===== config.mk =====
export PLATFORM = sky130hd
export DESIGN_NAME = ber_checker_mc_flat
export DESIGN_NICKNAME = d
export VERILOG_FILES = /design/src/rtl/ber_checker_mc_if.sv /design/src/rtl/ber_checker_mc.sv /design/src/flat_wrapper.sv
export SDC_FILE = /design/constraint.sdc
export NUM_CORES = 2
export LEC_CHECK = 0
export BUFFER_PORTS_ARGS = -buffer_cell sky130_fd_sc_hd__buf_4
export CAP_MARGIN = 20
export CORE_UTILIZATION = 38
export CTS_BUF_LIST = sky130_fd_sc_hd__clkbuf_8
export CTS_CLUSTER_SIZE = 28
export DETAILED_ROUTE_END_ITERATION = 6
export PLACE_DENSITY_LB_ADDON = 0.05
export SETUP_SLACK_MARGIN = 0.02
export SLEW_MARGIN = 20
export SYNTH_ARGS = -nofsm -noshare
export SYNTH_HDL_FRONTEND = slang
export SYNTH_SLANG_ARGS = --single-unit
export TNS_END_PERCENT = 20

===== constraint.sdc =====
create_clock -name clk -period 49.4 [get_ports clk]
set_input_delay 9.88 -clock clk [delete_from_list [all_inputs] [get_ports clk]]
set_output_delay 9.88 -clock clk [all_outputs]
set_load 0.03 [all_outputs]

===== src/rtl/ber_checker_mc_if.sv =====
// Port bundle for ber_checker_mc: symbol strobe, per-channel reference/received bits,
// counter control and the lock/delay/count status returned by the checker.
interface ber_checker_mc_if #(
  parameter int NCH   = 2,
  parameter int DLY_W = 9,
  parameter int CNT_W = 48,
  parameter int SEL_W = 1
);
  logic                   enable;
  logic [NCH-1:0]         i_prbs;
  logic [NCH-1:0]         i_rx;
  logic                   i_clear;
  logic [SEL_W-1:0]       i_sel;
  logic [NCH-1:0]         o_lock;
  logic [NCH*DLY_W-1:0]   o_delay;
  logic [CNT_W-1:0]       o_bit_cnt;
  logic [CNT_W-1:0]       o_err_cnt;
  logic                   o_err;

  modport master (
    output enable, i_prbs, i_rx, i_clear, i_sel,
    input  o_lock, o_delay, o_bit_cnt, o_err_cnt, o_err
  );

  modport slave (
    input  enable, i_prbs, i_rx, i_clear, i_sel,
    output o_lock, o_delay, o_bit_cnt, o_err_cnt, o_err
  );
endinterface


===== src/rtl/ber_checker_mc.sv =====
// Multi-channel BER checker: per channel, sweeps the reference delay until a window is
// error-free, then counts bits/errors while locked and re-searches on heavy error windows.
module ber_checker_mc #(
  parameter int NCH        = 2,
  parameter int DLY_W      = 9,
  parameter int SEARCH_LEN = 511,
  parameter int LOSS_THR   = 64,
  parameter int CNT_W      = 48,
  parameter int SEL_W      = 1
) (
  input  logic             clk,
  input  logic             rst,
  ber_checker_mc_if.slave  bus
);
  localparam int LINE  = 2**DLY_W - 1;
  localparam int WIN_W = $clog2(SEARCH_LEN + 1);

  typedef enum logic {SEARCH, LOCK} state_t;

  state_t           state   [NCH];
  logic [LINE-1:0]  line    [NCH];
  logic [DLY_W-1:0] delay   [NCH];
  logic [WIN_W-1:0] win_cnt [NCH];
  logic [WIN_W-1:0] win_err [NCH];
  logic [CNT_W-1:0] bit_cnt [NCH];
  logic [CNT_W-1:0] err_cnt [NCH];
  logic             err_q;

  logic [LINE:0]    full    [NCH];
  logic [WIN_W-1:0] win_tot [NCH];
  logic [NCH-1:0]   tap, mis, locked, win_last;

  // Delay 0 taps the live input; delay d taps the bit shifted in d enables ago.
  always_comb begin
    tap      = '0;
    mis      = '0;
    locked   = '0;
    win_last = '0;
    for (int unsigned c = 0; c < NCH; c++) begin
      full[c]     = {line[c], bus.i_prbs[c]};
      tap[c]      = full[c][delay[c]];
      mis[c]      = bus.i_rx[c] ^ tap[c];
      locked[c]   = (state[c] == LOCK);
      win_last[c] = (win_cnt[c] == WIN_W'(SEARCH_LEN - 1));
      win_tot[c]  = win_err[c] + WIN_W'(mis[c]);
    end
  end

  always_ff @(posedge clk) begin
    if (rst) begin
      for (int unsigned c = 0; c < NCH; c++) begin
        state[c]   <= SEARCH;
        line[c]    <= '0;
        delay[c]   <= '0;
        win_cnt[c] <= '0;
        win_err[c] <= '0;
        bit_cnt[c] <= '0;
        err_cnt[c] <= '0;
      end
      err_q <= 1'b0;
    end else begin
      if (bus.enable) begin
        for (int unsigned c = 0; c < NCH; c++) begin
          line[c] <= {line[c][LINE-2:0], bus.i_prbs[c]};
          if (win_last[c]) begin
            win_cnt[c] <= '0;
            win_err[c] <= '0;
            if (state[c] == SEARCH) begin
              if (win_tot[c] == '0) state[c] <= LOCK;
              else                  delay[c] <= delay[c] + DLY_W'(1);
            end else if (win_tot[c] > WIN_W'(LOSS_THR)) begin
              state[c] <= SEARCH;
              delay[c] <= delay[c] + DLY_W'(1);
            end
          end else begin
            win_cnt[c] <= win_cnt[c] + WIN_W'(1);
            win_err[c] <= win_tot[c];
          end
          if (state[c] == LOCK) begin
            if (bit_cnt[c] != '1)          bit_cnt[c] <= bit_cnt[c] + CNT_W'(1);
            if (mis[c] && err_cnt[c] != '1) err_cnt[c] <= err_cnt[c] + CNT_W'(1);
          end
        end
      end
      // Placed after the increments so a same-cycle clear wins.
      if (bus.i_clear) begin
        for (int unsigned c = 0; c < NCH; c++) begin
          bit_cnt[c] <= '0;
          err_cnt[c] <= '0;
        end
      end
      err_q <= bus.enable & (|(mis & locked));
    end
  end

  always_comb begin
    bus.o_lock    = locked;
    bus.o_err     = err_q;
    bus.o_delay   = '0;
    bus.o_bit_cnt = '0;
    bus.o_err_cnt = '0;
    for (int unsigned c = 0; c < NCH; c++) begin
      bus.o_delay[c*DLY_W +: DLY_W] = delay[c];
      if (bus.i_sel == SEL_W'(c)) begin
        bus.o_bit_cnt = bit_cnt[c];
        bus.o_err_cnt = err_cnt[c];
      end
    end
  end
endmodule


===== src/flat_wrapper.sv =====
// flat-port wrapper written by rule: the top's interface ports become plain ports
module ber_checker_mc_flat 
#(
  parameter int NCH        = 2,
  parameter int DLY_W      = 9,
  parameter int SEARCH_LEN = 511,
  parameter int LOSS_THR   = 64,
  parameter int CNT_W      = 48,
  parameter int SEL_W      = 1
)
  (clk, rst, bus_enable, bus_i_prbs, bus_i_rx, bus_i_clear, bus_i_sel, bus_o_lock, bus_o_delay, bus_o_bit_cnt, bus_o_err_cnt, bus_o_err);
  ber_checker_mc_if #(.NCH(NCH), .DLY_W(DLY_W), .CNT_W(CNT_W), .SEL_W(SEL_W)) bus_i ();
  input  logic clk;
  input  logic rst;
  input wire logic [$bits(bus_i.enable)-1:0] bus_enable;
  input wire logic [$bits(bus_i.i_prbs)-1:0] bus_i_prbs;
  input wire logic [$bits(bus_i.i_rx)-1:0] bus_i_rx;
  input wire logic [$bits(bus_i.i_clear)-1:0] bus_i_clear;
  input wire logic [$bits(bus_i.i_sel)-1:0] bus_i_sel;
  output wire logic [$bits(bus_i.o_lock)-1:0] bus_o_lock;
  output wire logic [$bits(bus_i.o_delay)-1:0] bus_o_delay;
  output wire logic [$bits(bus_i.o_bit_cnt)-1:0] bus_o_bit_cnt;
  output wire logic [$bits(bus_i.o_err_cnt)-1:0] bus_o_err_cnt;
  output wire logic [$bits(bus_i.o_err)-1:0] bus_o_err;
  assign bus_i.enable = bus_enable;
  assign bus_i.i_prbs = bus_i_prbs;
  assign bus_i.i_rx = bus_i_rx;
  assign bus_i.i_clear = bus_i_clear;
  assign bus_i.i_sel = bus_i_sel;
  assign bus_o_lock = bus_i.o_lock;
  assign bus_o_delay = bus_i.o_delay;
  assign bus_o_bit_cnt = bus_i.o_bit_cnt;
  assign bus_o_err_cnt = bus_i.o_err_cnt;
  assign bus_o_err = bus_i.o_err;
  ber_checker_mc #(.NCH(NCH), .DLY_W(DLY_W), .SEARCH_LEN(SEARCH_LEN), .LOSS_THR(LOSS_THR), .CNT_W(CNT_W), .SEL_W(SEL_W)) u_core (.clk(clk), .rst(rst), .bus(bus_i));
endmodule

==> Word level (Yosys, flattened, before mapping) <==
Memory sizes are Yosys's and may differ from the RTL's.
Cells that the tools add are included.
{ "word_totals": {"memories": 7, "ram_bits": 1270, "in_bits": 9, "output_inout_bits": 117, "reg_bits": 1} }
{ "op_classes": {"bitwise_logic": 30, "reduce_logical": 5, "n_eq_ne": 6, "order_cmp": 4, "addsub": 10, "mux": 112} }
{ "memory_table": {"columns": ["name", "depth", "word_bits", "read_ports", "rd_ports_with_merged_regs", "wr", "line_no", "text"], "rows": [
  ["u_core.line", 2, 511, 2, 0, 2, "ber_checker_mc.sv:21", "logic [LINE-1:0] line [NCH];"],
  ["u_core.bit_cnt", 2, 48, 2, 0, 2, "ber_checker_mc.sv:25", "logic [CNT_W-1:0] bit_cnt [NCH];"],
  ["u_core.err_cnt", 2, 48, 2, 0, 2, "ber_checker_mc.sv:26", "logic [CNT_W-1:0] err_cnt [NCH];"],
  ["u_core.delay", 2, 9, 2, 0, 2, "ber_checker_mc.sv:22", "logic [DLY_W-1:0] delay [NCH];"],
  ["u_core.win_cnt", 2, 9, 2, 0, 2, "ber_checker_mc.sv:23", "logic [WIN_W-1:0] win_cnt [NCH];"],
  ["u_core.win_err", 2, 9, 2, 0, 2, "ber_checker_mc.sv:24", "logic [WIN_W-1:0] win_err [NCH];"],
  ["+1 memories", null, null, null, null, null, null, null]
]} }
{ "ops": {"columns": ["op", "count"], "rows": [
  ["$mux 511", 2],
  ["$mux 48", 10],
  ["$add 48x1->48 const B", 4],
  ["$ne 48x48->1 const B", 4],
  ["$mux 9", 12],
  ["$mux 1", 86],
  ["$add 9x1->9 const B", 4],
  ["$or 1x1->1", 26],
  ["$lt 9x10->1 const B", 2],
  ["$add 9x1->9", 2],
  ["$bmux 1 s9", 2],
  ["$eq 9x9->1 const B", 2],
  ["$gt 9x7->1 const B", 2],
  ["$logic_not 9->1", 2],
  ["$and 2x2->2", 1],
  ["$logic_and 1x1->1", 2],
  ["$reduce_or 2->1", 1],
  ["$xor 1x1->1", 2],
  ["$and 1x1->1", 1]
]} }

==> Longest topological paths before layout <==
{ "logic_depth": {"word_depth": 13, "depth_mapped": 28, "ltp_nobuf": 21} }

==> Least setup slack after synthesis <==
No wires, ideal clock.
{ "synth_timing": {"path_type": "in2reg", "startpoint": "input port rst", "endpoint": "memory u_core.line[0][0] (netlist name), enable pin", "cell_stages": 3, "n_path_buf": 2, "setup_time_ps": 1000, "slack_ps": 25466, "arrival_ps": 22934, "path_cell_list": "clkbuf_1 -> clkbuf_1 -> or2_2"} }
{ "synth_rtl": {"columns": ["element", "line_no", "text"], "rows": [
  ["from (decl)", "flat_wrapper.sv:14", "input logic rst;"],
  ["to (decl)", "ber_checker_mc.sv:21", null]
]} }

==> Worst setup path after layout <==
{ "layout_timing": {"startpoint": "input port bus_i_sel", "endpoint": "output port bus_o_bit_cnt[36]"} }
{ "layout_between": {"elab_chain_len": 1} }
{ "layout_rtl": {"columns": ["element", "line_no", "text"], "rows": [
  ["from (decl)", "flat_wrapper.sv:19", "input wire logic [$bits(bus_i.i_sel)-1:0] bus_i_sel;"],
  ["$mux 48", "ber_checker_mc.sv:104", "if (bus.i_sel == SEL_W'(c)) begin"],
  ["to (decl)", "flat_wrapper.sv:22", "output wire logic [$bits(bus_i.o_bit_cnt)-1:0] bus_o_bit_cnt;"]
]} }
Every way passes these cells.

==> key figures <==
Critical path
  – Worst Setup SP: bus_i_sel
  – CP Class: in2out
  – Req. time, crit path: 39.52 ns
  – Top cell by count, worst path: buf_4
  – Critical path launch point type: input port
  – Worst setup EP type: output pin
  – FF-to-FF setup slack: 40.60 ns
  – Slowest CP cell: buf_4
  – Critical path's largest stage delay: 0.73 ns
  – Cell Chain, Critical Path: buf_4 > buf_4 > mux2_2 > buf_4
  – Worst R2R Start: u_core.delay[0][0]
  – Worst Path Buf+Inv: 3
  – CP arrival: 11.59 ns
  – Critical path's top delay family: buffers and inverters
  – Crit Path Max Fanout: 80

Synthesis
  – Syn Area/Cell: 13.41 um^2
  – Synth Instances: 4473
  – Synth Cell Area: 60000 um^2
  – Main synth FF type: edfxtp_1
  – Async S/R FF share, synth: 0%
  – Post-synth top area share: 53.91%
  – Ranking of synthesized cells by area: edfxtp_1, and2_1, mux4_2, dfxtp_1, mux2i_1
  – YS warnings: 0
  – Seq/Total Area, Yosys: 60.38%
  – Syn_nets: 4496
  – Yosys reg bits: 1271
  – Distinct cell type count after synthesis: 83
  – Cell taking the most area after synthesis: edfxtp_1
  – Number of synthesized flops with an enable pin: 1077

STA
  – Crit path time final: 21.47 ns
  – Final hold vios: 0
  – Max-slew headroom: 28.42%
  – Final setup fails: 0
  – Crit share post-route: 43.47%
  – Worst Skew: 0.04607 ns
  – Unrepaired setup endpoints after global routing: false
  – Setup TNS: 0 ns
  – Fmax: 46.57 MHz
  – Max Slew Vio Count: 0
  – Tightest Pin Transition: 1.070 ns
  – Slack of the critical path: 27.93 ns

Clock network
  – Clock Latency Late Sink: 0.93 ns
  – Clock root cell: clkbuf_8
  – PostCTS Resize Cnt: 0
  – CTS Buf Count: 225
  – Clock Sinks: 1271
  – Clock Tree Buf Depth: 3
  – Setup Fix Bufs, Post-CTS: 0
  – Hold Buf Count CTS: 0
  – Clk slew on worst S/H paths: 0.06 ns
  – CTS tree: built
  – H-tree Lvls: 4

Global route
  – Vias in the first global route: 36640
  – First-pass GRT wire length: 225900 um
  – Pin count of the biggest net entering global routing: 172
  – Total global-route track usage: 18.27%
  – Initial antenna violation count: 8
  – Global route total overflow: 0

Die
  – Core Area: 156400 um^2
  – # rows: 145
  – Die X: 399.3 um
  – Initial Utilization: 38.36%
  – Die Ht: 399.3 um
  – I/O pin total: 126
  – Die ar.: 159500 um^2

Power
  – Leak pwr: 24.74 nW
  – Maximum VDD drop: 0.00002850 V
  – PD cells: 34.33 nW/um^2

Route
  – # DRC: 0
  – Drt wl/cell: 21.33 um
  – DR vias: 36200
  – Post-route ant nets: 0
  – DRT Wirelength: 145800 um
  – Iter 0 DRT Violations: 2547
  – DR pass1 iterations: 5
  – Vias per cell: 5.295

Min path
  – Worst Hold Class: reg2reg
  – HP Start: u_core.err_cnt[0][34]

Placed design
  – Port Buf Inserts: 125
  – GP Congestion: 0.8022
  – Dpl ws: 27.94 ns
  – DP HPWL: 86410 um

Job
  – # Max-Cap Violations: 0

Cells and area
  – Synthesis-to-layout area growth: 11.44%
  – Share of cells above drive strength 1: 17.08%
  – Layout Nets: 4619

Status
  – Status: finished, final reports clean
==> worst paths after layout <==
kind / end / cells after the start
worst max-delay path: bus_o_bit_cnt[36] / 4
worst min-delay path: u_core.err_cnt[0][34] / 2
worst min register to register: u_core.err_cnt[0][34] / 2
worst max register to register: u_core.delay[1][4] / 22
==> Yosys cell counts, drive strengths merged, types with 70 or more instances <==
cell type / instances
edfxtp: 1077
and2: 1041
mux4: 216
clkbuf: 202
nor2: 196
nand2: 195
dfxtp: 194
mux2i: 148
nand3: 144
mux2: 103
buf: 90
a21oi: 70
==> cells in the final DEF (no fill, tap or decap), types with 21 or more instances in the layout <==
cell / count
a21oi_1: 61
a22oi_1: 56
and2_1: 1041
and3_1: 60
buf_4: 181
clkbuf_8: 237
clkinv_1: 37
dfxtp_1: 194
edfxtp_1: 1077
inv_1: 124
mux2_2: 103
mux2i_1: 148
mux4_2: 197
nand2_1: 195
nand3_1: 144
nand4_1: 63
nor2_1: 194
nor2b_1: 21
nor3_1: 38
nor4_1: 21
o211ai_1: 36
o21ai_0: 51
o31ai_1: 34
or3_1: 45
xnor2_1: 54
xor2_1: 57
==> area by class of cell <==
type | instances | area (um^2)
clock buffer | 237 | 3262
timing repair buffer | 188 | 1490
inverter | 28 | 105.1
fill | 14530 | 89530
clock inverter | 167 | 820.8
multi-input combinational | 2882 | 22370
antenna | 6 | 15.01
sequential | 1271 | 36220
tap | 2058 | 2575
==> cells by family (layout without fill, tap and decap cells) <==
logic type,after synthesis,in the layout,synth area share [%]
and+or+nand+nor,1910,1910,18.13
DFF,1271,1271,60.38
AOI/OAI and AO/OA,379,379,4.503
muxes,467,467,12.62
adders and majority gates,14,14,0.2920
buffers and inverters,320,620,2.428
other,0,6,0
xor gates and xnor gates,112,112,1.648
==> report_power, final <==
| part | switching [W] | total, W | internal, W |
|---|---|---|---|
| Combinational | 0.0000797 | 0.000133 | 0.0000532 |
| Sequential | 0.0000285 | 0.00125 | 0.00122 |
| Clock | 0.000457 | 0.000911 | 0.000454 |
==> registers in the layout (all words and copies together), names as in the netlist <==
signal            cells
u_core.bit_cnt       96
u_core.bus.o_err      1
u_core.delay         18
u_core.err_cnt       96
u_core.line        1022
u_core.state          2
u_core.win_cnt       18
u_core.win_err       18
==> metal layers <==
metal / global-route usage (%) / vias up / part of all wire [%]
met3: 3.144 / 265 / 4.0
met4: 5.746 / 0 / 2.4
met1: 26.91 / 18380 / 49
met2: 27.33 / 662 / 45
li1: - / 16900 / -
met5: 0 / - / 0
==> worst register-to-register path: stages (launching register included) <==
cell and delay (ns):
edfxtp_1 0.42, buf_12 0.58, buf_4 0.72, mux4_2 0.59, nor2b_1 0.14, a2111oi_0 0.75
a2111oi_0 0.17, a41o_1 0.26, a211oi_1 0.19, a31oi_1 0.22, xnor2_4 0.26, buf_4 0.55
clkinv_1 0.51, ha_1 0.35, nand3_1 0.20, mux2_2 0.36, o22a_1 0.19, a2111oi_0 0.52
a21boi_0 0.34, or2_2 0.18, nor2b_1 0.17, nor2b_1 0.73, nor2_1 0.11
==> stage by stage <==
step	util, %	total power [W]	cells	area [um^2]	hold slack, ns
global placement	40.13	0.001409	6427	62760	0.4467
floorplan	-	0.001380	4473	60000	0.4347
finish	42.75	0.002296	6837	66860	0.4613
global route	42.75	0.002396	6834	66850	0.4951
detailed placement	40.13	0.001408	6427	62760	0.4574
CTS	42.74	0.002337	6831	66840	0.4652
No activity file was read; power rests on OpenSTA's default activity.
